===== src/rtl/crossing_reg_update_ctrl.sv =====
// crossing_reg_update_ctrl
// Source-side sequencer for a shared clock-crossing data register.
// Round-robin grants one requester, loads its word into the crossing register,
// waits a settle delay, toggles FLAG_OUT and holds off until ACK_IN matches it.
// ACK_IN is expected to be synchronized into CLK already.
//
// Optional build macro: CROSSING_REG_CTRL_TIMEOUT_EN
//   defined   - WAIT_ACK is bounded by TIMEOUT cycles; on expiry the transfer is
//               abandoned (FLAG_OUT forced to ACK_IN) and TIMEOUT_ERR latches.
//   undefined - WAIT_ACK waits indefinitely; TIMEOUT_ERR is tied low.
//
// state     | meaning
// ----------+-----------------------------------------------------------
// IDLE      | no transfer; grants the next valid requester combinationally
// SETTLE    | register loaded, counting down before the flag toggle
// WAIT_ACK  | flag toggled, waiting for ACK_IN to equal FLAG_OUT
module crossing_reg_update_ctrl #(
    parameter int IDW     = 2,
    parameter int WIDTH   = 32,
    parameter int SETTLE  = 2,
    parameter int TIMEOUT = 1024,
    localparam int NREQ   = 2**IDW
) (
    input  logic                    CLK,
    input  logic                    RST,
    input  logic [NREQ-1:0]         REQ_VALID,
    input  logic [NREQ*WIDTH-1:0]   REQ_DATA,
    output logic [NREQ-1:0]         REQ_GRANT,
    output logic                    REG_EN,
    output logic [WIDTH-1:0]        REG_D,
    output logic                    FLAG_OUT,
    input  logic                    ACK_IN,
    output logic                    BUSY,
    output logic                    DONE,
    output logic [IDW-1:0]          DONE_ID,
    output logic                    TIMEOUT_ERR
);

    typedef enum logic [1:0] {
        ST_IDLE     = 2'd0,
        ST_SETTLE   = 2'd1,
        ST_WAIT_ACK = 2'd2
    } state_t;

    if (SETTLE < 1 || SETTLE > 255) begin : g_bad_settle
        $error("SETTLE must be in 1..255");
    end
    if (TIMEOUT < 1 || TIMEOUT > 65535) begin : g_bad_timeout
        $error("TIMEOUT must be in 1..65535");
    end

    state_t           state_q, state_d;
    logic [IDW-1:0]   rr_q, rr_d;
    logic [IDW-1:0]   id_q, id_d;
    logic [7:0]       cnt_q, cnt_d;
    logic             flag_q, flag_d;
    logic             win_found;
    logic [IDW-1:0]   win_idx;
    logic [IDW-1:0]   cand;

`ifdef CROSSING_REG_CTRL_TIMEOUT_EN
    logic [15:0]      tcnt_q, tcnt_d;
    logic             err_q, err_d;
`endif

    // Round-robin search: first valid index starting just above the last winner.
    always_comb begin
        win_found = 1'b0;
        win_idx   = rr_q;
        cand      = rr_q;
        for (int k = 1; k <= NREQ; k++) begin
            cand = IDW'((int'(rr_q) + k) % NREQ);
            if (!win_found && REQ_VALID[cand]) begin
                win_found = 1'b1;
                win_idx   = cand;
            end
        end
    end

    // Next-state and combinational outputs; grant is suppressed while RST is high.
    always_comb begin
        state_d   = state_q;
        rr_d      = rr_q;
        id_d      = id_q;
        cnt_d     = cnt_q;
        flag_d    = flag_q;
        REQ_GRANT = '0;
        REG_EN    = 1'b0;
        REG_D     = '0;
        DONE      = 1'b0;
`ifdef CROSSING_REG_CTRL_TIMEOUT_EN
        tcnt_d    = tcnt_q;
        err_d     = err_q;
`endif
        case (state_q)
            ST_IDLE: begin
                if (win_found && !RST) begin
                    REQ_GRANT[win_idx] = 1'b1;
                    REG_EN             = 1'b1;
                    REG_D              = REQ_DATA[int'(win_idx)*WIDTH +: WIDTH];
                    rr_d               = win_idx;
                    id_d               = win_idx;
                    cnt_d              = 8'(SETTLE - 1);
                    state_d            = ST_SETTLE;
                end
            end
            ST_SETTLE: begin
                if (cnt_q == 8'd0) begin
                    flag_d  = ~flag_q;
                    state_d = ST_WAIT_ACK;
`ifdef CROSSING_REG_CTRL_TIMEOUT_EN
                    tcnt_d  = 16'(TIMEOUT - 1);
`endif
                end else begin
                    cnt_d = cnt_q - 8'd1;
                end
            end
            ST_WAIT_ACK: begin
                if (ACK_IN == flag_q) begin
                    DONE    = 1'b1;
                    state_d = ST_IDLE;
                end
`ifdef CROSSING_REG_CTRL_TIMEOUT_EN
                else if (tcnt_q == 16'd0) begin
                    // Abandon: realign the flag with the destination so the
                    // next transfer starts from a matched pair.
                    flag_d  = ACK_IN;
                    err_d   = 1'b1;
                    state_d = ST_IDLE;
                end else begin
                    tcnt_d = tcnt_q - 16'd1;
                end
`endif
            end
            default: state_d = ST_IDLE;
        endcase
    end

    // State and datapath registers with synchronous reset.
    always_ff @(posedge CLK) begin
        if (RST) begin
            state_q <= ST_IDLE;
            rr_q    <= IDW'(NREQ - 1);
            id_q    <= '0;
            cnt_q   <= '0;
            flag_q  <= 1'b0;
        end else begin
            state_q <= state_d;
            rr_q    <= rr_d;
            id_q    <= id_d;
            cnt_q   <= cnt_d;
            flag_q  <= flag_d;
        end
    end

`ifdef CROSSING_REG_CTRL_TIMEOUT_EN
    // WAIT_ACK down-counter and sticky timeout error.
    always_ff @(posedge CLK) begin
        if (RST) begin
            tcnt_q <= '0;
            err_q  <= 1'b0;
        end else begin
            tcnt_q <= tcnt_d;
            err_q  <= err_d;
        end
    end
    assign TIMEOUT_ERR = err_q;
`else
    assign TIMEOUT_ERR = 1'b0;
`endif

    assign FLAG_OUT = flag_q;
    assign BUSY     = (state_q != ST_IDLE);
    assign DONE_ID  = id_q;

endmodule


===== config.mk =====
export PLATFORM = sky130hd
export DESIGN_NAME = crossing_reg_update_ctrl
export DESIGN_NICKNAME = d
export VERILOG_FILES = /design/src/rtl/crossing_reg_update_ctrl.sv
export SDC_FILE = /design/constraint.sdc
export NUM_CORES = 1
export LEC_CHECK = 0
export ABC_AREA = 1
export CAP_MARGIN = 20
export CORE_MARGIN = 1.5
export CORE_UTILIZATION = 38
export DETAILED_ROUTE_END_ITERATION = 7
export HOLD_SLACK_MARGIN = 0.12
export PLACE_DENSITY = 0.89
export SYNTH_ARGS = -nofsm -noshare
export SYNTH_HDL_FRONTEND = slang
export SYNTH_SLANG_ARGS = --single-unit

===== constraint.sdc =====
create_clock -name CLK -period 3.75 [get_ports CLK]
set_clock_uncertainty 0.1 [all_clocks]
set_input_delay 0.5625 -clock CLK [delete_from_list [all_inputs] [get_ports CLK]]
set_output_delay 0.5625 -clock CLK [all_outputs]
set_load 0.02 [all_outputs]

# Word level (Yosys, flattened, before mapping)
# Cells that the tools add are included.
# op_classes
bitwise_logic,1
n_lt_le_gt_ge,6
addsub,5
shift,1
eq_ne,7
muxes,33
reduce_logical,17
# ops
cell,n
indexed part select 128 x 8 -> 32 bit,1
2-to-1 mux 32 bit,2
2-to-1 mux 8 bit,2
case mux 8 bit (2 select lines),1
< comparator 2 x 3 -> 1 bit (second input constant),5
2-to-1 mux 2 bit,7
2-to-1 mux 1 bit,13
binary-select mux 1 bit (select 2 bit),4
logical NOT 8 bit,1
2-to-1 mux 4 bit,2
!= test 2 bit (second input constant),4
subtractor 8 x 1 -> 8 bit (second input constant),1
case mux 2 bit (3 select lines),1
AND reduction 3 bit,2
logical AND 1 bit,5
adder 2 x 1 -> 2 bit (second input constant),2
adder 2 bit (second input constant),2
logical NOT 1 bit,4
AND reduction 2 bit,2
nonzero test 2 bit,2
demux 1 bit (select 2 bit),1
equality test 2 x 1 -> 1 bit (second input constant),1
equality test 2 bit (second input constant),1
>= comparator 2 x 1 -> 1 bit (second input constant),1
3 further kinds,3
# word_totals
reg_bits,15
output_inout_bits,43
word_cells,75
input_bits,135

# Logic depth before layout (Yosys ltp)
# logic_depth
ltp_word,19
ltp_mapped,16
depth_no_buf,13

# Worst setup path after synthesis
# OpenSTA, ideal clock, no wires.
# synth_timing
kind,input to output
from,in REQ_VALID[0]
to,out REQ_GRANT[0]
arrival_ns,1.729
path_slack_ns,1.359
required_time_ns,3.087
stages,12
path_cell_list,nand2_1 -> nand2_1 -> nand2_1 -> nand2_1 -> inv_2 -> nand2_1 -> nand2_1 -> nand2_1 -> buf_6 -> inv_1 -> nand2_1 -> a21oi_1
# synth_between
elab_chain_cells,18
elab_cells_between_ends,30
cone_classes,2 x order compare; 20 x mux; 8 x reduce/logical
# synth_lines
item,line,rtl
start: declaration,26,"input logic [NREQ-1:0] REQ_VALID,"
binary-select mux 1 bit (select 2 bit),73,if (!win_found && REQ_VALID[cand]) begin
2-to-1 mux 1 bit (not written as such),73,
2-to-1 mux 1 bit,73,
logical NOT 1 bit,73,
logical AND 1 bit,73,
2-to-1 mux 1 bit,73,
logical NOT 1 bit,73,
logical AND 1 bit,73,
(+2 left out),-,
logical AND 1 bit,73,
2-to-1 mux 2 bit,73,
< comparator 2 x 3 -> 1 bit (not written as such) or >= comparator 2 x 1 -> 1 bit (tied branches),98,REQ_GRANT[win_idx] = 1'b1;
logical AND 1 bit (not written as such),98,
2-to-1 mux 1 bit (not written as such),98,
demux 1 bit (select 2 bit),98,
2-to-1 mux 4 bit (*),97,if (win_found && !RST) begin
2-to-1 mux 4 bit (*),95,case (state_q)
end: declaration,28,"output logic [NREQ-1:0] REQ_GRANT,"
# Mark *: on every way between the ends. The rest lies on a longest branch, timed or not. The select of a mux whose other input is x is not followed.

# Final worst setup path
# layout_timing
from,in REQ_VALID[0]
to,out REG_D[6]
# layout_between
elab_chain_cells,15
elab_cells_between_ends,26
cone_classes,1 x shift; 18 x mux; 7 x reduce/logical
# layout_lines
item,line,rtl
binary-select mux 1 bit (select 2 bit),73,
2-to-1 mux 1 bit (not written as such),73,
2-to-1 mux 1 bit,73,
logical NOT 1 bit,73,
logical AND 1 bit,73,
2-to-1 mux 1 bit,73,
logical NOT 1 bit,73,
logical AND 1 bit,73,
2-to-1 mux 1 bit,73,
logical NOT 1 bit,73,
logical AND 1 bit,73,
2-to-1 mux 2 bit or 2-to-1 mux 1 bit (tied branches),73,
indexed part select 128 x 8 -> 32 bit or logical AND 1 bit (tied branches),"100, 97",
2-to-1 mux 32 bit (*),97,
2-to-1 mux 32 bit (*),95,
end: declaration,30,"output logic [WIDTH-1:0] REG_D,"
# Marks and branches as above.

==> summary.md <==
| Metric | Value |
|---|---|
| Status | finished clean |
| Hold-critical path depth | 2 |
| Total track usage | between 20% and 30% |
| Grt met3 use | a little under 5% |
| Initial Util | between 30% and 40% |
| Fin util | between 70% and 80% |
| FF+latch area | between 300 and 400 µm² |
| Number of buffers created by CTS | 3 |
| Fraction of layout cells with a size suffix above 1 | 4.389% |
| Cts-stage hold buffer count | 0 |
| Number of synthesized register bits | 15 |
| Iter 0 DRT Violations | roughly 170 |
| Largest net degree at the start of global routing | 64 |
| GRT met2 Usage | between 40% and 50% |
| Initial antenna violation count | 0 |
| Clock Power Share | 3.9% |
| Drt via density | 5.031 |
| Row Count | 28 |
| Grt met1 use | 30.47% |
| Routed Wire Length | 9.784 mm |
| # nets final | roughly 780 |
| CP endpoint kind | primary output |
| Total core area | approximately 6000 µm² |
| Pre-Repair DR Iteration Count | 5 |
| Endpoints failing setup | 0 |
| GPL Wtd Cong | about 0.94 |
| Global route hottest layer | met2 |
| RSZ-0062 raised after global routing | yes |
| Synthesized instance count | 480 |
| Port bufs | 176 |
| Vias | 3,592 |
| Fin. max-slew vios | 0 |
| I/O pins | 178 |
| Depth of the most critical reg-to-reg path | 14 |
| Clk Latency, worst-skew pair | 250 ps |
| Cell mode on critical path | nand2_1 |
| P&R area growth vs syn | 76.21% |
| Sequential share of power | 7.1% |
| Area of the multi-input gates | 1765 µm² |
| DR WL/cell | 13.70 µm |
| Fillers | 530 |
| Internal power | 1523 µW |
| Worst EP required | 3090 ps |
| Die ar. | 6754 µm² |
| Netlist Area Pre-Place | 2382 µm² |
| Slowest CP cell | clkdlybuf4s50_1 |
| Crit share post-route | 97.42% |
| Cell variety after synth | 23 |
| Yosys warnings | 0 |
| Root buffer cell | clkbuf_8 |
| Fmax | 0.2737 GHz |
| CTS tree | yes |
| Max FO, Critical Path | 23 |
| Post-synthesis sequential area ratio | 12.61% |
| Max VDD drop | roughly 0.00068 V |
| Worst setup path class | in -> out |
| Final hold vios | 0 |
| Comb power frac | 89.1% |
| Worst-path clk slew | ~60 ps |
| Mapped Nets | 616 |
| Leakage | 0.002200 µW |
| Die Y | between 80 and 90 µm |
| Min-Delay Path Class | reg -> reg |
| Maximum Capacitance Violations | 0 |
| Crit path time final | 3653 ps |
| CTS Sinks | 15 |
| Vias in the first global route | 3,038 |
| Mean Syn Cell Area | 4.963 µm² |
| Die X | 82.18 µm |
| # Post-CTS Setup Buffers | 0 |
| H-Tree Depth | 1 |
| Setup TNS | 0 ps |
| PD cells | ~830 nW/µm² |
| Sw frac | 56.02% |
| Total gr overflow | 0 |
| Worst path arrival time | 2990 ps |
| CP Launch Type | input pin |
| # DRC | 0 |
| Final ANT Viol Nets | 0 |
| Clk buf depth | 2 |
| First-pass GRT wire length | 14.03 mm |
| Critical Path Max Stage Delay | 600 ps |
| Switching pwr | 1940 µW |
| Hpwl dp | 7.470 mm |
| Critical path cell sequence | clkdlybuf4s50_1 -> nand2_1 -> nand2_1 -> nand2_1 -> nand2_1 -> nand4_1 -> a21oi_4 -> buf_4 -> nand2_1 -> nand2_1 -> clkdlybuf4s50_1 |
[power by group through the flow]
stage,Combinational [µW],Sequential (µW),Clock (µW)
2_1_floorplan,2130,236,0
3_3_place_gp,3010,243,0
3_5_place_dp,3060,246,0
4_1_cts,3070,242,135
5_1_grt,3380,250,140
6_report,3090,244,134
[synthesized netlist by cell type]
cell type	n	area, µm²
a21oi_1	12	60.06
a21oi_4	1	16.27
buf_2	6	30.03
buf_4	17	127.6
buf_6	7	78.83
clkbuf_1	1	3.750
conb_1	1	3.750
dfxtp_1	15	300.3
ha_1	1	12.51
inv_1	20	75.07
inv_2	3	11.26
nand2_1	274	1028
nand2_2	4	25.02
nand3_1	75	375.4
nand3_2	1	10.01
nand4_1	2	12.51
nor2_1	22	82.58
nor2_4	1	11.26
nor3_1	2	10.01
o21ai_0	5	25.02
or2_2	2	12.51
xnor2_1	1	8.760
xor2_1	7	61.31
[what timing repair did]
action	4_1_cts	5_1_grt
hold endpoints to repair	0	0
endpoints found under the setup margin	0	22
resized for setup	0	10
[routing by layer]
layer / up-vias / wire length, µm
met1: 1582 / 3767
li1: 1806 / -
met5: - / 0
met2: 177 / 4792
met4: 0 / 332
met3: 27 / 891
[kinds of logic after synthesis]
group | count (synthesis) | synth area share (%)
adder cells (fa/ha/maj) | 1 | 0.5251
AO/OA/AOI/OAI | 18 | 4.254
AND/OR/NAND/NOR | 383 | 65.81
XOR/XNOR | 8 | 2.941
buffers and inverters | 54 | 13.71
other | 1 | 0.1574
flip-flops | 15 | 12.61
[registers in the layout, indices dropped and copies added, names as in the netlist]
name / cells
DONE_ID: 2
FLAG_OUT: 1
cnt_q: 8
rr_q: 2
state_q: 2
[cell type report]
type	count	area share, %
Antenna cell	1	0.05961
Clock buffer	4	1.073
Inverter	23	2.057
Multi-Input combinational cell	411	42.06
Sequential cell	15	7.183
Tap cell	75	2.235
Timing Repair Buffer	185	45.34
[placed cells by master, fill, tap and decap left out, types with 2 or more instances in the layout]
cell,count
clkbuf_8,3
nand4_1,2
o21ai_0,5
or2_2,2
clkdlybuf4s50_1,168
nand2_1,272
nand3_2,2
nor3_1,2
nand2_2,6
inv_2,3
inv_1,20
buf_12,4
a21oi_1,12
buf_4,4
dlymetal6s2s_1,8
dfxtp_1,14
nand3_1,74
xor2_1,7
nor2_1,22
[path summary, 6_finish.rpt]
check	startpoint	to	slack, ps
worst max-delay path	REQ_VALID[0]	REG_D[6]	100
worst min-delay path	cnt_q[1]	cnt_q[1]	370
worst max register to register	rr_q[0]	rr_q[0]	1630
worst min register to register	cnt_q[1]	cnt_q[1]	370
[worst max-delay path, delay by kind of cell]
| family | cells | cell delay (ps) |
|---|---|---|
| buffers and inverters | 3 | 1370 |
| AOI/OAI and AO/OA | 1 | 200 |
| and+or+nand+nor | 7 | 870 |
[metrics by stage]
stage,std cells,total power (µW),instance area [µm²],worst slack (ps),hold slack [ps]
after floorplan,480,2370,2382,1359,340.9
final,714,3464,4198,96.93,365.2
after global placement,709,3252,4125,223.6,351.2
after detailed placement,709,3306,4125,129.8,353.3
after global routing,713,3771,4195,-7.803,379.1
after CTS,713,3452,4170,130.3,362.2
(Power assumes the default switching activity.)
